File: src/rtl/reload_pkg.sv
// reload_pkg: shared definitions for the reload_shadow slice.
//   RELOAD_WIDTH      default width of a reload value / observed count
//   RELOAD_DEFAULT_N  reload value driven after reset
//   reload_t          RELOAD_WIDTH-bit unsigned reload value
//   ptr_width()       ceil(log2(depth)), used for queue pointers and counts
package reload_pkg;

    localparam int RELOAD_WIDTH = 4;
    localparam logic [RELOAD_WIDTH-1:0] RELOAD_DEFAULT_N = 4'd9;

    typedef logic [RELOAD_WIDTH-1:0] reload_t;

    function automatic int ptr_width(input int depth);
        int w;
        w = 0;
        for (int i = 0; i < 31; i++) begin
            if ((1 << i) < depth) begin
                w = i + 1;
            end
        end
        return w;
    endfunction

endpackage

File: src/rtl/reload_queue.sv
// reload_queue: DEPTH-entry FIFO holding pending reload values.
// All state changes on the falling edge of clk; synchronous active-low reset.
//   clk, rst_n  clock / synchronous active-low reset
//   flush       empties the queue, overriding push and pop on that edge
//   push, din   append din at the tail (ignored when full)
//   pop         drop the head entry (ignored when empty)
//   dout        current head entry (meaningless while count == 0)
//   count       number of stored entries, 0..DEPTH
//   full        count == DEPTH
module reload_queue
    import reload_pkg::*;
#(
    parameter int WIDTH = RELOAD_WIDTH,
    parameter int DEPTH = 2
) (
    input  logic                      clk,
    input  logic                      rst_n,
    input  logic                      flush,
    input  logic                      push,
    input  logic                      pop,
    input  logic [WIDTH-1:0]          din,
    output logic [WIDTH-1:0]          dout,
    output logic [ptr_width(DEPTH):0] count,
    output logic                      full
);

    localparam int PW = ptr_width(DEPTH);
    localparam int CW = PW + 1;
    localparam logic [PW-1:0] PTR_ONE  = PW'(1);
    localparam logic [CW-1:0] CNT_ONE  = CW'(1);
    localparam logic [CW-1:0] CNT_FULL = CW'(DEPTH);

    logic [WIDTH-1:0] mem [DEPTH];
    logic [PW-1:0]    wr_ptr;
    logic [PW-1:0]    rd_ptr;
    logic             do_push;
    logic             do_pop;

    assign full    = (count == CNT_FULL);
    assign do_push = push && !full && !flush;
    assign do_pop  = pop && (count != '0) && !flush;
    assign dout    = mem[rd_ptr];

    // Pointers wrap naturally because DEPTH is a power of two.
    always_ff @(negedge clk) begin
        if (!rst_n || flush) begin
            wr_ptr <= '0;
            rd_ptr <= '0;
            count  <= '0;
        end else begin
            if (do_push) begin
                wr_ptr <= wr_ptr + PTR_ONE;
            end
            if (do_pop) begin
                rd_ptr <= rd_ptr + PTR_ONE;
            end
            case ({do_push, do_pop})
                2'b10:   count <= count + CNT_ONE;
                2'b01:   count <= count - CNT_ONE;
                default: count <= count;
            endcase
        end
    end

    // Storage is not reset; entries are only read once count covers them.
    always_ff @(negedge clk) begin
        if (rst_n && do_push) begin
            mem[wr_ptr] <= din;
        end
    end

endmodule

File: src/rtl/reload_shadow.sv
// reload_shadow: shadow register feeding the N input of a down counter.
// New reload values arrive over valid/ready and are queued; the head of the
// queue is committed to n_out only at a period boundary so a running count
// is never disturbed. All state changes on the falling edge of clk.
//   clk, rst_n   clock / synchronous active-low reset (falling edge)
//   load_data    new reload value, accepted when load_valid && load_ready
//   load_valid   load_data is valid
//   load_ready   queue has room (low while rst_n is low)
//   cnt          live count from the downstream counter
//   n_out        active reload value for the counter
//   reload_evt   registered pulse: the counter reloaded on the last edge
//   pend         number of queued, uncommitted values
//   flush        (only with RELOAD_SHADOW_FLUSH_EN) empties the queue
// Build option: define RELOAD_SHADOW_FLUSH_EN to add the flush input.
module reload_shadow
    import reload_pkg::*;
#(
    parameter int               WIDTH     = RELOAD_WIDTH,
    parameter int               DEPTH     = 2,
    parameter logic [WIDTH-1:0] DEFAULT_N = WIDTH'(RELOAD_DEFAULT_N)
) (
    input  logic                      clk,
    input  logic                      rst_n,
    input  logic [WIDTH-1:0]          load_data,
    input  logic                      load_valid,
    output logic                      load_ready,
    input  logic [WIDTH-1:0]          cnt,
    output logic [WIDTH-1:0]          n_out,
    output logic                      reload_evt,
    output logic [ptr_width(DEPTH):0] pend
`ifdef RELOAD_SHADOW_FLUSH_EN
    ,
    input  logic                      flush
`endif
);

    logic             flush_act;
    logic             q_full;
    logic [WIDTH-1:0] q_head;
    logic             cnt_is_zero;
    logic             cnt_is_one;
    logic             commit_cond;
    logic             do_commit;

`ifdef RELOAD_SHADOW_FLUSH_EN
    assign flush_act = flush;
`else
    assign flush_act = 1'b0;
`endif

    // Ready ignores a same-edge commit, so a full queue never accepts.
    assign load_ready = rst_n && !q_full;

    assign cnt_is_zero = (cnt == '0);
    assign cnt_is_one  = (cnt == WIDTH'(1));

    // cnt == 1: the counter reaches 0 this edge and reloads on the next one.
    // cnt == 0 with n_out == 0: the counter is stuck reloading zero.
    assign commit_cond = cnt_is_one || (cnt_is_zero && (n_out == '0));
    assign do_commit   = commit_cond && (pend != '0) && !flush_act;

    reload_queue #(
        .WIDTH (WIDTH),
        .DEPTH (DEPTH)
    ) u_queue (
        .clk   (clk),
        .rst_n (rst_n),
        .flush (flush_act),
        .push  (load_valid && load_ready),
        .pop   (do_commit),
        .din   (load_data),
        .dout  (q_head),
        .count (pend),
        .full  (q_full)
    );

    always_ff @(negedge clk) begin
        if (!rst_n) begin
            n_out      <= DEFAULT_N;
            reload_evt <= 1'b0;
        end else begin
            reload_evt <= cnt_is_zero;
            if (do_commit) begin
                n_out <= q_head;
            end
        end
    end

endmodule

File: config.mk
export PLATFORM = sky130hd
export DESIGN_NAME = reload_shadow
export DESIGN_NICKNAME = d
export VERILOG_FILES = /design/src/rtl/reload_pkg.sv /design/src/rtl/reload_queue.sv /design/src/rtl/reload_shadow.sv
export SDC_FILE = /design/constraint.sdc
export NUM_CORES = 1
export LEC_CHECK = 0
export CORE_MARGIN = 1
export CORE_UTILIZATION = 42
export CTS_BUF_LIST = sky130_fd_sc_hd__clkbuf_8
export CTS_CLUSTER_SIZE = 40
export DETAILED_ROUTE_END_ITERATION = 7
export DONT_BUFFER_PORTS = 1
export PLACE_DENSITY = 0.55
export SLEW_MARGIN = 15
export SYNTH_ARGS = -nofsm -noshare
export SYNTH_HDL_FRONTEND = slang
export SYNTH_SLANG_ARGS = --single-unit
export TNS_END_PERCENT = 30
File: constraint.sdc
create_clock -name clk -period 2.3 [get_ports clk]
set_input_delay 0.575 -clock clk [delete_from_list [all_inputs] [get_ports clk]]
set_output_delay 0.575 -clock clk [all_outputs]
set_load 0.005 [all_outputs]
==> results.md, run 1 <==
- Status: finished with violations
- Failing checks: setup timing
- Startpoint types: flip-flop
- Synth warn: 0
- PortBufs: 0
- Post-synthesis cell type count: 26
- Syn_nets: 73
- Arrival time at the worst endpoint: 2.05 ns
- First-pass GRT wire length: 2.31 mm
- Routed vias: 558
- Syn Area/Cell: 11.7 sq um
- Vias in the first global route: 601
- GR Overflow Total: 0
- RD Place Congestion: 0.684
- Final #Nets: 101
- Fin Setup TNS: -1.58 ns
- CTS tree: yes
- Max-Cap Viols: 0
- Register area: 434 sq um
- Slew Limit Fails: 0
- Most used routing layer: met2
- Vias/cell: 5.37
- Die span in x: 43.2 microns
- Final Hold Vio Count: 0
- Die Ht: 43.2 microns
- TritonRoute pass-1 iters: 2
- CP bufs+invs: 0
- Sequential area share after synthesis: 0.589
- Setup CP Type: reg2out
- Slowest CP cell: dfxtp_2
- Root buffer cell: clkbuf_8
- Global-route usage over all layers: 0.174
- CTS Hold Buffers Added: 0
- Initial antenna violation count: 0
- Drt initial violations: 1
- RR Startpoint: n_out[0]
- Worst Skew: 0.0158 ns
- IO Count: 19
- Hold/Removal Path Class: reg2reg
- Reg2Reg Depth: 7
- Worst hold stages: 2
- Clk Latency, worst-skew pair: 0.34 ns
- Initial core utilization: 0.463
- Largest net degree at the start of global routing: 12
- Clk slew on worst S/H paths: 0.03 ns
- Min-delay src: n_out[2]
- Power, Total: 0.847 mW
- Die ar.: 0.00187 sq mm
- Antenna Violating Nets Remaining: 0
- RR Endpoint: u_queue.count[1]
- Routed WL per cell: 13.3 microns
- GRT met3 Usage: 0.123
- LEAKAGE: 0.461 nW
- Largest stage delay, worst path: 0.31 ns
- Tightest Pin Transition: 0.377 ns
- Met2 Use GR: 0.266
- Cts bufs inserted: 3
- Ant. Diodes: 0
- Row count: 14
- PwrDens: 833 mW/mm^2
- P&R area growth vs syn: 42.5%
- Cell family with most CP delay: flip-flops
- CP max FO: 2
- Share of cells above drive strength 1: 0.386
- Core ar.: 0.00154 sq mm
- Final wirelength: 1.38 mm
- Synth Register Bits: 17
- Final setup fails: 10
- Final WS setup: -0.328 ns
- CP cell instances: nand2b_4 > and2_4
- Highest ir drop seen on vdd: 832 uV
- Unrepaired setup endpoints after global routing: yes
- Synth Instances: 61
- Slew HR: 0.746
- Multi-input logic area: 340 sq um
- Cell Area, Synth: 713 sq um
- Detail Placement HPWL: 902 microns
- CTS Sinks: 17
- Sink of the worst hold path: n_out[2]
- Remaining DRCs: 0
- Worst setup EP type: output pin
- Htree depth: 1
- CP startpoint: u_queue.count[0]
- CTS max path bufs: 2
- Worst path required time: 1.73 ns
- R2R Setup Slk: 0.53 ns
- Met1 GRT Util: 0.151
- Fillers: 128
## worst min-delay path, cell delays in order (launching register included)
cell,delay (ns)
dfxtp_2,0.33
nand2_1,0.06
mux2i_1,0.06
## power breakdown
group,leakage [nW],switching (mW),internal (mW)
Combinational,0.186,0.0284,0.0302
Sequential,0.149,0.00467,0.329
Clock,0.126,0.183,0.271
Total,0.461,0.217,0.630
## Yosys cell counts
library cell,instances,area share
dfxtp_1,9,0.25
o21ai_0,1,0.0070
buf_2,2,0.014
nor3b_1,1,0.011
xnor2_1,1,0.012
xor2_1,1,0.012
and2_1,1,0.0088
a21oi_1,2,0.014
o221ai_2,1,0.021
inv_1,4,0.021
edfxtp_1,8,0.34
nor4_2,1,0.018
inv_2,1,0.0053
nand2b_1,2,0.018
nand2_1,5,0.026
nand4_1,1,0.0088
a211oi_1,2,0.021
mux2i_1,5,0.070
or3_1,1,0.0088
nor2b_1,2,0.018
ha_1,1,0.018
mux2_2,2,0.032
nor3_1,1,0.0070
nor2_1,4,0.021
a31o_2,1,0.012
nand3_1,1,0.0070
## flip-flops by register name (all words and copies together), names as in the netlist
name	count
u_queue.rd_ptr	1
u_queue.count	2
reload_evt	1
u_queue.mem	8
n_out	4
u_queue.wr_ptr	1
## worst max-delay path by stage
stage,end,slack (ns),depth (start not counted)
4_1_cts,load_ready,-0.33,2
3_3_place_gp,u_queue.count[1],-0.55,7
3_5_place_dp,u_queue.count[1],-0.61,7
6_report,load_ready,-0.33,2
5_1_grt,load_ready,-0.35,2
2_1_floorplan,u_queue.count[1],-0.59,7
## cell usage in the layout, fill, tap and decap left out, types with 2 or more instances in the layout
master and n:
clkbuf_8 3, inv_1 20, dfxtp_2 5, dfxtp_1 2, nor2_1 3, dfxtp_4 2
edfxtp_1 8, mux2_2 2, nand2_1 5, buf_4 8, nor2b_1 2, a211oi_1 2
mux2i_1 5
## routing by layer
layer | part of all wire | vias to the layer above | wire length (microns)
li1 | - | 264 | -
met1 | 0.34 | 261 | 466
met2 | 0.51 | 28 | 712
met3 | 0.12 | 5 | 167
met4 | 0.027 | 0 | 37
met5 | 0 | - | 0
## logic make-up (layout without fill, tap and decap cells)
family / Yosys count / count (layout) / share of synthesized area
and+or+nand+nor: 20 / 20 / 0.151
DFF: 17 / 17 / 0.589
AOI/OAI and AO/OA: 7 / 7 / 0.0754
muxes: 7 / 7 / 0.102
buffers and inverters: 7 / 34 / 0.0403
xor gates and xnor gates: 2 / 2 / 0.0246
adders and majority gates: 1 / 1 / 0.0175
## area by class of cell
cell class	instances	share of cell area
multi-input cells	37	0.335
clock inverters	18	0.0924
inverters	4	0.0148
repair buffers	9	0.0702
flip-flops and latches	17	0.427
well taps	16	0.0197
clock buffers	3	0.0406
## timing repair
action / in CTS / in global routing
setup buffers: 1 / 1
pin swaps: 3 / 1
setup endpoints to repair: 10 / 10
resized for setup: 10 / 4
## per-stage QoR
stage | setup WS [ns] | hold slack, ns | instance area, sq um | cells | util
finish | -0.328 | 0.498 | 1020 | 104 | 0.659
global route | -0.355 | 0.521 | 1020 | 104 | 0.659
CTS | -0.329 | 0.501 | 992 | 103 | 0.644
floorplan | -0.593 | 0.483 | 778 | 61 | -
detailed placement | -0.605 | 0.521 | 831 | 82 | 0.539
global placement | -0.548 | 0.504 | 831 | 82 | 0.539
(Power assumes the default switching activity.)
==> inputs of run 2 (changes only) <==
- REMOVE_ABC_BUFFERS: not set -> 1
==> run 2 against run 1 <==
Against the previous run: the flow still finishes with violations (setup timing); final area up 0.37%; global-route usage shrank 0.83 points; via count unchanged; die area did not move; critical path type unchanged; largest power group unchanged.
==> results.md, run 2 (synthesis results as in run 1) <==
- P&R area growth vs syn: 43.0%
- Antenna Violating Nets Remaining: 0
- IO Count: 19
- GR Overflow Total: 0
- RD Place Congestion: 0.760
- Arrival time at the worst endpoint: 2.05 ns
- TritonRoute pass-1 iters: 3
- Worst Skew: 0.0108 ns
- Tightest Pin Transition: 0.288 ns
- Initial antenna violation count: 0
- Vias in the first global route: 540
- Highest ir drop seen on vdd: 698 uV
- LEAKAGE: 0.475 nW
- Remaining DRCs: 0
- Largest stage delay, worst path: 0.31 ns
- Startpoint types: flip-flop
- Root buffer cell: clkbuf_8
- Die span in x: 43.2 microns
- Setup CP Type: reg2out
- RR Endpoint: u_queue.count[1]
- Reg with most FFs: u_queue.mem
- Slew HR: 0.807
- Detail Placement HPWL: 831 microns
- CP startpoint: u_queue.count[0]
- Htree depth: 1
- Commonest non-fill, non-tap cell in the layout: inv_1
- Final setup fails: 10
- Slew Limit Fails: 0
- Fin Setup TNS: -1.53 ns
- Routed vias: 558
- Vias/cell: 5.17
- CTS Sinks: 17
- Core ar.: 0.00154 sq mm
- Worst path required time: 1.73 ns
- Final Hold Vio Count: 0
- Die ar.: 0.00187 sq mm
- Critical Path End: load_ready
- Largest registers: u_queue.mem (8), n_out (4), u_queue.count (2)
- Post-layout util: 0.662
- PwrDens: 817 mW/mm^2
- CP Depth: 2
- Hold/Removal Path Class: reg2reg
- Fillers: 128
- Max-Cap Viols: 0
- Failing checks: setup timing
- Drt initial violations: 8
- CP cell instances: nand2b_4 > and2_4
- Final WS setup: -0.321 ns
- Die Ht: 43.2 microns
- Initial core utilization: 0.463
- Cts bufs inserted: 3
- PortBufs: 0
- Share of cells above drive strength 1: 0.391
- Slowest CP cell: dfxtp_2
- RR Startpoint: n_out[0]
- CP bufs+invs: 0
- Most frequent cells in the layout: inv_1 (20), buf_4 (11), edfxtp_1 (8)
- Reg2Reg Depth: 6
- Routed WL per cell: 12.2 microns
- Status: finished with violations
- Clk slew on worst S/H paths: 0.03 ns
- CTS tree: yes
- Final wirelength: 1.32 mm
- Ant. Diodes: 0
- Largest register FFs: 8
- Largest net degree at the start of global routing: 12
- Clk Latency, worst-skew pair: 0.32 ns
- Worst setup EP type: output pin
- CP max FO: 2
- CTS max path bufs: 2
- R2R Setup Slk: 0.62 ns
- Global-route usage over all layers: 0.165
- Unrepaired setup endpoints after global routing: yes
- Cell family with most CP delay: flip-flops
- Final #Nets: 105
- Row count: 14
- First-pass GRT wire length: 2.08 mm
- Worst hold stages: 2
[run 2: worst min-delay path, cell delays in order (launching register included)]
cell and delay, ns:
dfxtp_2 0.33, nand2_1 0.06, mux2i_1 0.05
[run 2: routing by layer]
metal / part of all wire / vias to the layer above / GRT usage
li1: - / 274 / -
met2: 0.51 / 22 / 0.248
met1: 0.38 / 258 / 0.145
met4: 0.035 / 0 / 0.188
met5: 0 / - / 0
met3: 0.073 / 4 / 0.0851
[run 2: per-stage QoR]
step	hold WS, ns	area [sq um]	cells	power (mW)	setup WS, ns
after global placement	0.504	798	85	0.430	-0.649
after CTS	0.493	995	107	0.846	-0.313
after floorplan	0.483	703	59	0.412	-0.746
after global routing	0.521	1020	108	0.886	-0.341
final	0.489	1020	108	0.833	-0.321
after detailed placement	0.510	798	85	0.430	-0.755
[run 2: final cells by class]
type	instances	area (sq um)	area share
clock inverters	18	93.8	0.0920
well taps	16	20.0	0.0196
multi-input cells	37	310	0.304
clock buffers	3	41.3	0.0405
repair buffers	13	105	0.103
inverters	4	15.0	0.0147
flip-flops and latches	17	434	0.426
[run 2: power by group]
part / switching (mW) / internal (mW) / total, mW
registers: 0.00451 / 0.329 / 0.333
logic: 0.0252 / 0.0327 / 0.0579
clock network: 0.171 / 0.271 / 0.442
[run 2: how the worst min path moves through the flow]
stage                         from        to  slack (ns)
final                     n_out[2]  n_out[2]        0.49
after global routing      n_out[2]  n_out[2]        0.52
after CTS                 n_out[2]  n_out[2]        0.49
after detailed placement  n_out[1]  n_out[1]        0.51
after global placement    n_out[2]  n_out[2]        0.50
after floorplan           n_out[2]  n_out[2]        0.48
[run 2: repair_timing]
item,in CTS,in global routing
pin swaps,5,2
buffers inserted,2,1
gates resized for setup,14,4
endpoints found under the setup margin,10,12
hold buffers,0,0
